<file path="src/rtl/branch_pc_unit.sv">
// Program counter / branch stage: conditional branch on flag word, JMP, CALL/RET
// with a small return-address stack. Optional interrupt vectoring under BPU_IRQ_EN.
module branch_pc_unit #(
    parameter int                 ADDR_W      = 8,
    parameter int                 STACK_DEPTH = 4,
    parameter logic [ADDR_W-1:0]  RESET_PC    = '0,
    parameter logic [ADDR_W-1:0]  IRQ_VEC     = ADDR_W'(8'hF0)
) (
    input  logic              clk,
    input  logic              reset,
    input  logic              en,
    input  logic [4:0]        instr,
    input  logic [2:0]        sel,
    input  logic              val,
    input  logic [ADDR_W-1:0] target,
    input  logic [7:0]        flags,
    input  logic              irq,
    output logic [ADDR_W-1:0] pc,
    output logic              taken,
    output logic              stack_ovf,
    output logic              stack_unf,
    output logic              irq_ack
);
    localparam int SP_W = $clog2(STACK_DEPTH + 1);

    localparam logic [4:0] OP_BRF  = 5'h1B;
    localparam logic [4:0] OP_JMP  = 5'h1C;
    localparam logic [4:0] OP_CALL = 5'h1D;
    localparam logic [4:0] OP_RET  = 5'h1E;

    logic [ADDR_W-1:0] pc_q, pc_d;
    logic [SP_W-1:0]   sp_q, sp_d;
    logic [ADDR_W-1:0] stack_q [STACK_DEPTH];
    logic [ADDR_W-1:0] stack_d [STACK_DEPTH];
    logic              taken_q, taken_d;
    logic              ovf_q, ovf_d;
    logic              unf_q, unf_d;
    logic              ack_q, ack_d;

    logic [ADDR_W-1:0] pc_inc;
    logic [ADDR_W-1:0] pop_val;
    logic [ADDR_W-1:0] push_val;
    logic              push;
    logic              irq_take;
    logic              stack_full;
    logic              stack_empty;

`ifdef BPU_IRQ_EN
    assign irq_take = en & irq & flags[4];
`else
    logic unused_irq;
    assign unused_irq = irq;
    assign irq_take   = 1'b0;
`endif

    assign pc_inc      = pc_q + ADDR_W'(1);
    assign stack_full  = (sp_q == SP_W'(STACK_DEPTH));
    assign stack_empty = (sp_q == '0);

    // Top-of-stack entry sits at index sp_q-1.
    always_comb begin
        pop_val = '0;
        for (int i = 0; i < STACK_DEPTH; i++) begin
            if (sp_q == SP_W'(i + 1)) pop_val = stack_q[i];
        end
    end

    always_comb begin
        pc_d     = pc_q;
        sp_d     = sp_q;
        stack_d  = stack_q;
        taken_d  = 1'b0;
        ack_d    = 1'b0;
        ovf_d    = ovf_q;
        unf_d    = unf_q;
        push     = 1'b0;
        push_val = pc_inc;
        if (en) begin
            if (irq_take) begin
                // The skipped instruction re-executes after RET.
                push     = 1'b1;
                push_val = pc_q;
                pc_d     = IRQ_VEC;
                taken_d  = 1'b1;
                ack_d    = 1'b1;
            end else begin
                unique case (instr)
                    OP_BRF: begin
                        if (sel <= 3'd5 && flags[sel] == val) begin
                            pc_d    = target;
                            taken_d = 1'b1;
                        end else begin
                            pc_d = pc_inc;
                        end
                    end
                    OP_JMP: begin
                        pc_d    = target;
                        taken_d = 1'b1;
                    end
                    OP_CALL: begin
                        push    = 1'b1;
                        pc_d    = target;
                        taken_d = 1'b1;
                    end
                    OP_RET: begin
                        if (stack_empty) begin
                            unf_d = 1'b1;
                            pc_d  = pc_inc;
                        end else begin
                            pc_d    = pop_val;
                            sp_d    = sp_q - SP_W'(1);
                            taken_d = 1'b1;
                        end
                    end
                    default: pc_d = pc_inc;
                endcase
            end
            if (push) begin
                if (stack_full) begin
                    ovf_d = 1'b1;
                end else begin
                    for (int i = 0; i < STACK_DEPTH; i++) begin
                        if (sp_q == SP_W'(i)) stack_d[i] = push_val;
                    end
                    sp_d = sp_q + SP_W'(1);
                end
            end
        end
    end

    always_ff @(posedge clk) begin
        if (reset) begin
            pc_q    <= RESET_PC;
            sp_q    <= '0;
            taken_q <= 1'b0;
            ovf_q   <= 1'b0;
            unf_q   <= 1'b0;
            ack_q   <= 1'b0;
        end else begin
            pc_q    <= pc_d;
            sp_q    <= sp_d;
            taken_q <= taken_d;
            ovf_q   <= ovf_d;
            unf_q   <= unf_d;
            ack_q   <= ack_d;
        end
    end

    // Entries above the pointer are don't-care, so the array needs no reset.
    always_ff @(posedge clk) begin
        stack_q <= stack_d;
    end

    assign pc        = pc_q;
    assign taken     = taken_q;
    assign stack_ovf = ovf_q;
    assign stack_unf = unf_q;
    assign irq_ack   = ack_q;

endmodule
</file>
<file path="config.mk">
export PLATFORM = sky130hd
export DESIGN_NAME = branch_pc_unit
export DESIGN_NICKNAME = d
export VERILOG_FILES = /design/src/rtl/branch_pc_unit.sv
export SDC_FILE = /design/constraint.sdc
export NUM_CORES = 1
export LEC_CHECK = 0
export ABC_AREA = 1
export ABC_CLOCK_PERIOD_IN_PS = 3030
export CORE_MARGIN = 1
export CORE_UTILIZATION = 35
export CTS_BUF_LIST = sky130_fd_sc_hd__clkbuf_4 sky130_fd_sc_hd__clkbuf_8
export DETAILED_ROUTE_END_ITERATION = 10
export SLEW_MARGIN = 20
export SYNTH_ARGS = -nofsm -noshare
export SYNTH_HDL_FRONTEND = slang
export SYNTH_SLANG_ARGS = --single-unit
export TNS_END_PERCENT = 100
</file>
<file path="constraint.sdc">
create_clock -name clk -period 3.03 [get_ports clk]
set_input_delay 0.4545 -clock clk [delete_from_list [all_inputs] [get_ports clk]]
set_output_delay 0.4545 -clock clk [all_outputs]
set_load 0.05 [all_outputs]
</file>
==> impl_metrics.toml <==
[outcome]
status = "finished, final reports clean"

[floorplanning]
die-area_mm2 = 0.007327
floorplan.initialDensity = 0.3620
ios = 41
die_w_um = 85.60
core.rowCount = 30
coreArea_mm2 = 0.006756
die_y_um = 85.60

[worst_setup_path]
worstPathArrival_ns = 2.13
crit_type = "reg -> reg"
crit_fanout = 15
end_kind = "flop"
start_kind = "flop"
critical_path_required_ns = 3.05

[drt]
wl_met2_um = 2333
drt_iter0_markers = 130
drcViolationCount = 0
routedWlPerCell_um = 12.76
wirelength_um = 5219
top_layer = "met4"
met3_length_um = 222
vias = 1976
via_per_inst = 4.831
firstDrtPassIters = 4
ant_nets = 0
met1Wirelength_um = 2585

[cells_and_area]
fin_util = 0.4504
drive_above_1_share = 0.09119
antenna_cells = 0
final_nets = 364
syn2layout_area_growth_pct = 24.40

[pwr]
p_per_area_mw_per_mm2 = 450.4
peakVddDrop_mv = 0.2473
p_leak_nw = 1.279

[sta]
fin_crit_ns = 2.112
fin_worst_skew_ns = 0.004700
rsz0062_at_grt = "false"
worst_pin_slew_ns = 0.5215
fin_crit_sh = 0.6969
hold_viol = 0
slew_viol_final = 0
worst_slew_margin_rel = 0.6515
max_freq_ghz = 0.4736
worst_slack_ns = 0.9185
tns_ns = 0
setup_viol = 0

[hold_path]
min_path_type = "reg -> reg"

[clock_network]
cts-resized-gates = 0
path_clk_slew_ns = 0.09
cts_buffer_depth = 2
hold_buffers = 0
cts.sinks = 46
h-tree-depth = 2
clk_latency_ns = 0.30
clockRootBuffer = "clkbuf_8"
cts_buffers = 5
cts_tree = "yes"
post_cts_buffers = 0

[yosys]
synth_cell_types = 28
ys_ff_latch = 46
netlist_area_mm2 = 0.002446
synth_nets = 320
yosysWarningCount = 0
avgSynthCellArea_um2 = 8.613
ys_seq_area_frac = 0.5074
synthCells = 284

[grt]
grt_pass1_vias = 1853
grt-ovfl-total = 0
grt_pass1_wl_um = 8811
antenna_found_initial = 0
grt_max_degree = 18
grtUsageTotal = 0.1547

[placement]
pre_cts_ws_ns = 0.8097
hpwl_um = 4020
globalplace.congestion = 0.7740
io_buffers = 38

[run]
drv_cap = 0
registers in the layout (all words and copies together), names as in the netlist:
| register | flops |
|---|---|
| stack_q | 32 |
| pc | 8 |
| stack_unf | 1 |
| stack_ovf | 1 |
| sp_q | 3 |
| taken | 1 |
cell type report:
class,count,area (µm²)
inverters,46,172.7
multi-input cells,186,998.5
clock inverters,3,43.79
well taps,80,100.1
fillers,672,3714
flip-flops and latches,46,1241
repair buffers,43,417.9
clock buffers,5,68.82
cells in the final DEF (no fill, tap or decap):
| cell | n |
|---|---|
| clkdlybuf4s50_1 | 38 |
| nand2_4 | 2 |
| xnor2_1 | 1 |
| nor3_1 | 5 |
| nor2_1 | 22 |
| nor2_2 | 4 |
| a21oi_1 | 23 |
| inv_1 | 43 |
| inv_6 | 1 |
| o21a_1 | 1 |
| a22oi_1 | 6 |
| nand3_2 | 3 |
| nand2_1 | 53 |
| a31oi_1 | 3 |
| nand3_1 | 28 |
| edfxtp_1 | 32 |
| o21ai_0 | 7 |
| inv_2 | 3 |
| nand2_2 | 4 |
| buf_4 | 5 |
| a211oi_1 | 2 |
| conb_1 | 1 |
| clkbuf_8 | 5 |
| ha_1 | 7 |
| bufinv_16 | 1 |
| dfxtp_1 | 14 |
| nor3_2 | 1 |
| xor2_1 | 6 |
| o211ai_1 | 6 |
| clkinv_2 | 1 |
| o21ai_1 | 1 |
path summary, 6_finish.rpt:
kind / slack, ns / to / start / depth (start not counted)
worst max-delay path: 0.92 / stack_q[3]$_DFFE_PP_ / sp_q[0]$_SDFFE_PP0P_ / 6
worst min-delay path: 0.47 / stack_ovf$_SDFFE_PP0P_ / stack_ovf$_SDFFE_PP0P_ / 1
worst max register to register: 0.92 / stack_q[3]$_DFFE_PP_ / sp_q[0]$_SDFFE_PP0P_ / 6
worst min register to register: 0.47 / stack_ovf$_SDFFE_PP0P_ / stack_ovf$_SDFFE_PP0P_ / 1
power breakdown:
group	switching (mW)	total (mW)	internal, mW
Combinational	0.124	0.206	0.0822
Clock	0.221	0.469	0.247
Sequential	0.0102	0.695	0.685
Total	0.356	1.37	1.01
layer usage:
metal | vias to the layer above | track usage
li1 | 1032 | -
met1 | 892 | 0.2083
met2 | 46 | 0.2473
met3 | 6 | 0.03465
met4 | 0 | 0.05152
met5 | - | 0
kinds of logic after synthesis:
logic type,Yosys count,share of synthesized area
simple gates,122,0.2286
other cells,1,0.001533
xor+xnor,7,0.02506
compound gates,49,0.1171
fa+ha+maj,7,0.03580
flops,46,0.5074
buf+inv,52,0.08440
cells in the mapped netlist:
cell      instances  area, µm²
o21ai_0           7      35.03
a22oi_1           6      45.04
nand2_1          53      198.9
conb_1            1      3.750
ha_1              7      87.58
a211oi_1          2      15.01
nand2_2           4      25.02
nand2_4           2      22.52
edfxtp_1         32      960.9
nand3_1          28      140.1
nor2_1           22      82.58
inv_1            43      161.4
buf_4             1      7.510
nor3_1            5      25.02
nor3_2            1      10.01
xnor2_1           1      8.760
clkbuf_1          4      15.01
a31oi_1           3      18.77
o21a_1            1      7.510
o21ai_1           1      5.000
a21oi_1          23      115.1
inv_2             3      11.26
nand3_2           3      30.03
o211ai_1          6      45.04
buf_6             1      11.26
nor2_2            4      25.02
dfxtp_1          14      280.3
xor2_1            6      52.55
worst max-delay path, cell delays in order, from the launching register on:
cell and delay (ns):
dfxtp_1 0.41, inv_1 0.11, ha_1 0.26, nand2_1 0.42
nand2_1 0.24, nor3_1 0.19, buf_4 0.20
through the flow:
step                total power [mW]  cell area [µm²]  hold WS (ns)  cells
floorplan                     0.8353             2446        0.4626    284
detailed placement            0.9160             2930        0.4618    401
finish                         1.370             3043        0.4748    409
CTS                            1.380             3043        0.4828    409
global route                   1.424             3043        0.5066    409
global placement              0.9145             2930        0.4561    401
No activity file was read; power rests on OpenSTA's default activity.
